<file path="config.mk">
export PLATFORM = sky130hd
export DESIGN_NAME = lms_mu_sched
export DESIGN_NICKNAME = d
export VERILOG_FILES = /design/src/rtl/lms_mu_sched.sv
export SDC_FILE = /design/constraint.sdc
export NUM_CORES = 1
export LEC_CHECK = 0
export BUFFER_PORTS_ARGS = -buffer_cell sky130_fd_sc_hd__buf_2
export CAP_MARGIN = 20
export CORE_MARGIN = 8
export CORE_UTILIZATION = 51
export CTS_CLUSTER_DIAMETER = 120
export CTS_CLUSTER_SIZE = 24
export DETAILED_ROUTE_END_ITERATION = 6
export PLACE_DENSITY = 0.77
export SYNTH_ARGS = -nofsm -noshare
export SYNTH_HDL_FRONTEND = slang
export SYNTH_SLANG_ARGS = --single-unit
export TNS_END_PERCENT = 100
</file>
<file path="constraint.sdc">
create_clock -name clk -period 4.5 [get_ports clk]
set_clock_uncertainty 0.1 [all_clocks]
set_input_delay 0.45 -clock clk [delete_from_list [all_inputs] [get_ports clk]]
set_output_delay 0.45 -clock clk [all_outputs]
set_load 0.05 [all_outputs]
</file>
<file path="src/rtl/lms_mu_sched.sv">
// lms_mu_sched: adaptation controller for the 16-tap LMS noise canceller.
// It generates the sample-rate en strobe and keeps a leaky average of |err|.
// That average selects the LMS step-size shift u: a fast step while acquiring
// and a slow step once the filter has converged.
module lms_mu_sched #(
  parameter int E_W     = 16,
  parameter int DIV_W   = 16,
  parameter int CNT_W   = 16,
  parameter int ACC_SH  = 4,
  parameter int MU_FAST = 4,
  parameter int MU_SLOW = 10
) (
  input  logic                  clk,
  input  logic                  rst_n,
  input  logic                  start,
  input  logic                  stop,
  input  logic [DIV_W-1:0]      sample_div,
  input  logic [E_W-1:0]        thr_lo,
  input  logic [E_W-1:0]        thr_hi,
  input  logic [CNT_W-1:0]      settle_cnt,
  input  logic                  update,
  input  logic signed [E_W-1:0] err,
  output logic                  en,
  output logic [7:0]            u,
  output logic [1:0]            state,
  output logic [E_W-1:0]        err_mag,
  output logic                  busy
);

  typedef enum logic [1:0] {
    IDLE  = 2'd0,
    ACQ   = 2'd1,
    TRACK = 2'd2
  } state_t;

  state_t           state_q;
  logic             en_q;
  logic [7:0]       u_q;
  logic [E_W-1:0]   err_mag_q;
  logic             busy_q;
  logic [DIV_W-1:0] cnt_q;
  logic [CNT_W-1:0] settle_q;

  logic [E_W-1:0]   err_mag_d;
  logic [CNT_W:0]   settle_inc_d;
  logic [CNT_W:0]   settle_tgt_d;
  logic [DIV_W-1:0] div_eff_d;

  // |x| with the most negative code clipped to the largest positive value.
  function automatic logic [E_W-1:0] abs_sat(input logic signed [E_W-1:0] x);
    logic signed [E_W-1:0] most_neg;
    most_neg = {1'b1, {(E_W-1){1'b0}}};
    if (x == most_neg)
      abs_sat = {1'b0, {(E_W-1){1'b1}}};
    else if (x[E_W-1])
      abs_sat = $unsigned(-x);
    else
      abs_sat = $unsigned(x);
  endfunction

  // One leak step. Both operands stay below 2^(E_W-1), so the result fits
  // in E_W bits without wrapping.
  function automatic logic [E_W-1:0] leak_avg(input logic [E_W-1:0] m,
                                               input logic [E_W-1:0] a);
    leak_avg = m - (m >> ACC_SH) + (a >> ACC_SH);
  endfunction

  // Candidate average, settle bookkeeping and clamped divider, all for this cycle.
  always_comb begin
    err_mag_d    = leak_avg(err_mag_q, abs_sat(err));
    settle_inc_d = {1'b0, settle_q} + {{CNT_W{1'b0}}, 1'b1};
    settle_tgt_d = {1'b0, (settle_cnt == '0) ? CNT_W'(1) : settle_cnt};
    div_eff_d    = (sample_div == '0) ? DIV_W'(1) : sample_div;
  end

  // Mode FSM with registered en/u/busy outputs. Priority: stop, start, update.
  always_ff @(posedge clk or negedge rst_n) begin
    if (!rst_n) begin
      state_q   <= IDLE;
      en_q      <= 1'b0;
      u_q       <= 8'(MU_SLOW);
      err_mag_q <= '0;
      busy_q    <= 1'b0;
      cnt_q     <= '0;
      settle_q  <= '0;
    end else if (stop) begin
      state_q <= IDLE;
      en_q    <= 1'b0;
      u_q     <= 8'(MU_SLOW);
      busy_q  <= 1'b0;
    end else if (start) begin
      // A zeroed counter fires en on the very next edge and restarts the phase.
      state_q   <= ACQ;
      en_q      <= 1'b0;
      u_q       <= 8'(MU_FAST);
      busy_q    <= 1'b1;
      err_mag_q <= '0;
      cnt_q     <= '0;
      settle_q  <= '0;
    end else if (state_q != IDLE) begin
      // The period is reloaded on each wrap, so divider changes apply at the next pulse.
      en_q  <= (cnt_q == '0);
      cnt_q <= (cnt_q == '0) ? div_eff_d : cnt_q - 1'b1;
      if (update) begin
        err_mag_q <= err_mag_d;
        if (state_q == ACQ) begin
          if (err_mag_d < thr_lo) begin
            if (settle_inc_d >= settle_tgt_d) begin
              state_q  <= TRACK;
              u_q      <= 8'(MU_SLOW);
              settle_q <= '0;
            end else begin
              settle_q <= settle_inc_d[CNT_W-1:0];
            end
          end else begin
            settle_q <= '0;
          end
        end else if (err_mag_d > thr_hi) begin
          state_q  <= ACQ;
          u_q      <= 8'(MU_FAST);
          settle_q <= '0;
        end
      end
    end
  end

  assign en      = en_q;
  assign u       = u_q;
  assign state   = state_q;
  assign err_mag = err_mag_q;
  assign busy    = busy_q;

endmodule

</file>
==> metrics.txt <==
run status=complete, but fails checks; violated checks=setup timing; adder-cell area share of the yosys netlist=19.6%; top cell type's share of synthesized area=23.9%; die width=119 um; Post-synth EDFFs=0; Final ANT Viol Nets=0; CTS tree=built; num ports=113; area leader, netlist=dfrtp_1; worst-path fanout max=4; final worst path period share=151%; final core utilization=73.0%; CTS Sinks=53; # DRC=0; GP Congestion=0.899; Yosys cell types=59; fmax=147 MHz; Cell Area, Synth=5450 sq um; cts-stage hold buffer count=0; final hold slack=146 ps; Routed WL per cell=18.2 um; M1 wire length=7550 um; ys flop type=dfrtp_1; share of cells above drive strength 1=35.1%; via count=6080; Max Cap Violations=0; Fin. Hold Viols=0; Synth Area in Compound Gates=20.0%; Fillers=710; drt total wl=18800 um; HPWL after DPL=13300 um; number of detailed-route iterations in the first pass=7; Final Slew Violations=0; die height=119 um; post-layout net count=1059; warnings from Yosys=0; row count=37; H-tree levels=2; All-Layer GR Usage=24.1%; Synth Area in XOR/XNOR=5.46%; vias in the first global route=6162; worst hold path type=input pin to async pin; Final Worst Setup Slack=-2290 ps; worst rel slew slack=23.6%; Startpoint Class=input pin; WP data arrival=6960 ps; final setup violation count=32; cts bufs inserted=5; multiplexer area fraction after synthesis=0.207%; initial core utilization=52.6%; Avg Inst Size Synth=7.87 sq um; Slew @ Worst Pin=1150 ps; largest family of logic cells by synthesized area=simple AND/OR/NAND/NOR gates; met3 WL=1410 um; DR iter-0 viols=434; #FFs+latches synth=53; synthesis-to-layout area growth=38.8%; clock root buffer=clkbuf_8; Syn Inst Count=693; Port Buffer Count=107; clk_lat worst skew=330 ps; largest net degree at the start of global routing=54; initial antenna violation count=0; core box area=10400 sq um; kind of critical path=input pin to register; Critical Path RT=4670 ps; Critical Path Sink Type=register; RSZ-0062 raised after global routing=yes; CTS Buffer Depth=2; FFs w/ async S/R, synth=100%; die area=14300 sq um; sequential-to-total area share from yosys stat=24.3%; met2 wire length=9120 um; first-pass GRT wire length=28900 um; dominant cells by area after synthesis=dfrtp_1 (24%), ha_1 (15%), o21ai_0 (6.6%), inv_1 (6.6%), fa_1 (4.4%); DR top layer=met4; Reg clk slew, reported paths=110 ps; Worst Setup Slack post-DPL=-2920 ps; vias per inst=5.89; ant diodes=0; Post-Synth Simple-Gate Area=21.3%; Final min period=6790 ps; GRT overflow=0
==> synth_stat cells, types with 6 or more instances <==
master	number
or3_1	7
dfrtp_1	52
nand4_1	9
nor3_1	21
nor2_1	42
o21ai_0	72
inv_1	96
and3_1	11
fa_1	12
or2_2	6
o41ai_1	6
nor4_1	13
buf_4	7
nand2b_1	6
nor2b_1	7
a21o_1	9
xor2_1	10
clkbuf_1	18
a21oi_1	43
xnor2_1	24
nand2_1	62
nor3b_1	6
ha_1	66
nand3_1	17
==> logic make-up (layout without fill, tap and decap cells) <==
logic type | after synthesis | after routing
AOI/OAI and AO/OA | 178 | 180
xor gates and xnor gates | 34 | 34
adders and majority gates | 78 | 78
buffers and inverters | 123 | 321
DFF | 53 | 53
muxes | 1 | 1
other | 2 | 6
and+or+nand+nor | 224 | 224
==> registers in the layout, indices dropped and copies added, names as in the netlist <==
name and flops:
u 1, busy 1, en 1, cnt_q 16
state 2, settle_q 16, err_mag 16
==> critical path: stages <==
cell and delay (ps):
buf_6 90, or4_4 530, or3_4 340, or4_4 420, or3_4 360, nor3_4 180
nand2b_4 90, nor3b_4 290, nor2_2 80, fa_1 600, inv_2 60, ha_4 220
a211oi_2 180, nor2_1 90, o41ai_2 320, o21ai_2 170, a221o_1 350, nor2_2 140
xor2_1 250, ha_1 210, nand4_1 120, buf_4 160, o311a_1 300, a21oi_2 190
buf_4 140, nand3b_1 150, or3_1 360, o311a_1 130
==> routing by layer <==
metal	track usage, %	vias to the layer above
met5	0	-
met4	9.45	0
met3	4.49	60
met2	41.2	314
met1	29.5	2885
li1	-	2821
==> through the flow <==
step	setup TNS (ps)	area, sq um	instances
floorplan	-45830	5640	697
global placement	-61420	6890	1006
detailed placement	-66880	6890	1006
CTS	-46020	7230	1023
global route	-54990	7570	1033
finish	-48190	7570	1033
==> final timing paths <==
check / from / to / slack, ps / cells after the start
setup / recovery: err[3] / u[1] / -2290 / 28
hold / removal: rst_n / cnt_q[10] / 150 / 2
setup reg to reg: err_mag[11] / u[1] / -270 / 20
hold reg to reg: cnt_q[11] / cnt_q[11] / 410 / 2
max in group asynchronous: rst_n / settle_q[15] / 3670 / 2
min in group clk: sample_div[4] / cnt_q[4] / 270 / 3
==> cell type report <==
cell class	count	area, sq um	share of cell area, %
clock buffer	5	68.8	0.909
clock inverter	3	43.8	0.579
inverter	96	360	4.76
multi-input combinational	523	4180	55.2
sequential	53	1330	17.5
tap	136	170	2.25
timing repair buffer	217	1420	18.7
==> cell usage in the layout, fill, tap and decap left out, drive strengths merged, types with 4 or more instances in the layout <==
master,synthesis,final
a21o,9,9
a21oi,43,43
a22o,5,5
a32oi,4,4
and3,11,11
and4,5,5
buf,9,217
clkbuf,18,5
conb,2,6
dfrtp,52,52
fa,12,12
ha,66,66
inv,96,97
nand2,62,62
nand2b,7,7
nand3,17,17
nand4,9,9
nor2,42,42
nor2b,7,7
nor3,22,22
nor3b,7,7
nor4,13,13
o21a,5,6
o21ai,72,73
o41ai,6,6
or2,6,6
or3,9,9
xnor2,24,24
xor2,10,10
==> what timing repair did <==
item	4_1_cts	5_1_grt
endpoints found under the hold margin	0	0
gates resized for setup	33	51
pin swaps	23	27
endpoints found under the setup margin	33	33
cloned	1	1
setup buffers	9	13
Power is left out: the tool's default activity adds up to more than one toggle a clock period on the data nets, which glitch-free logic cannot reach.
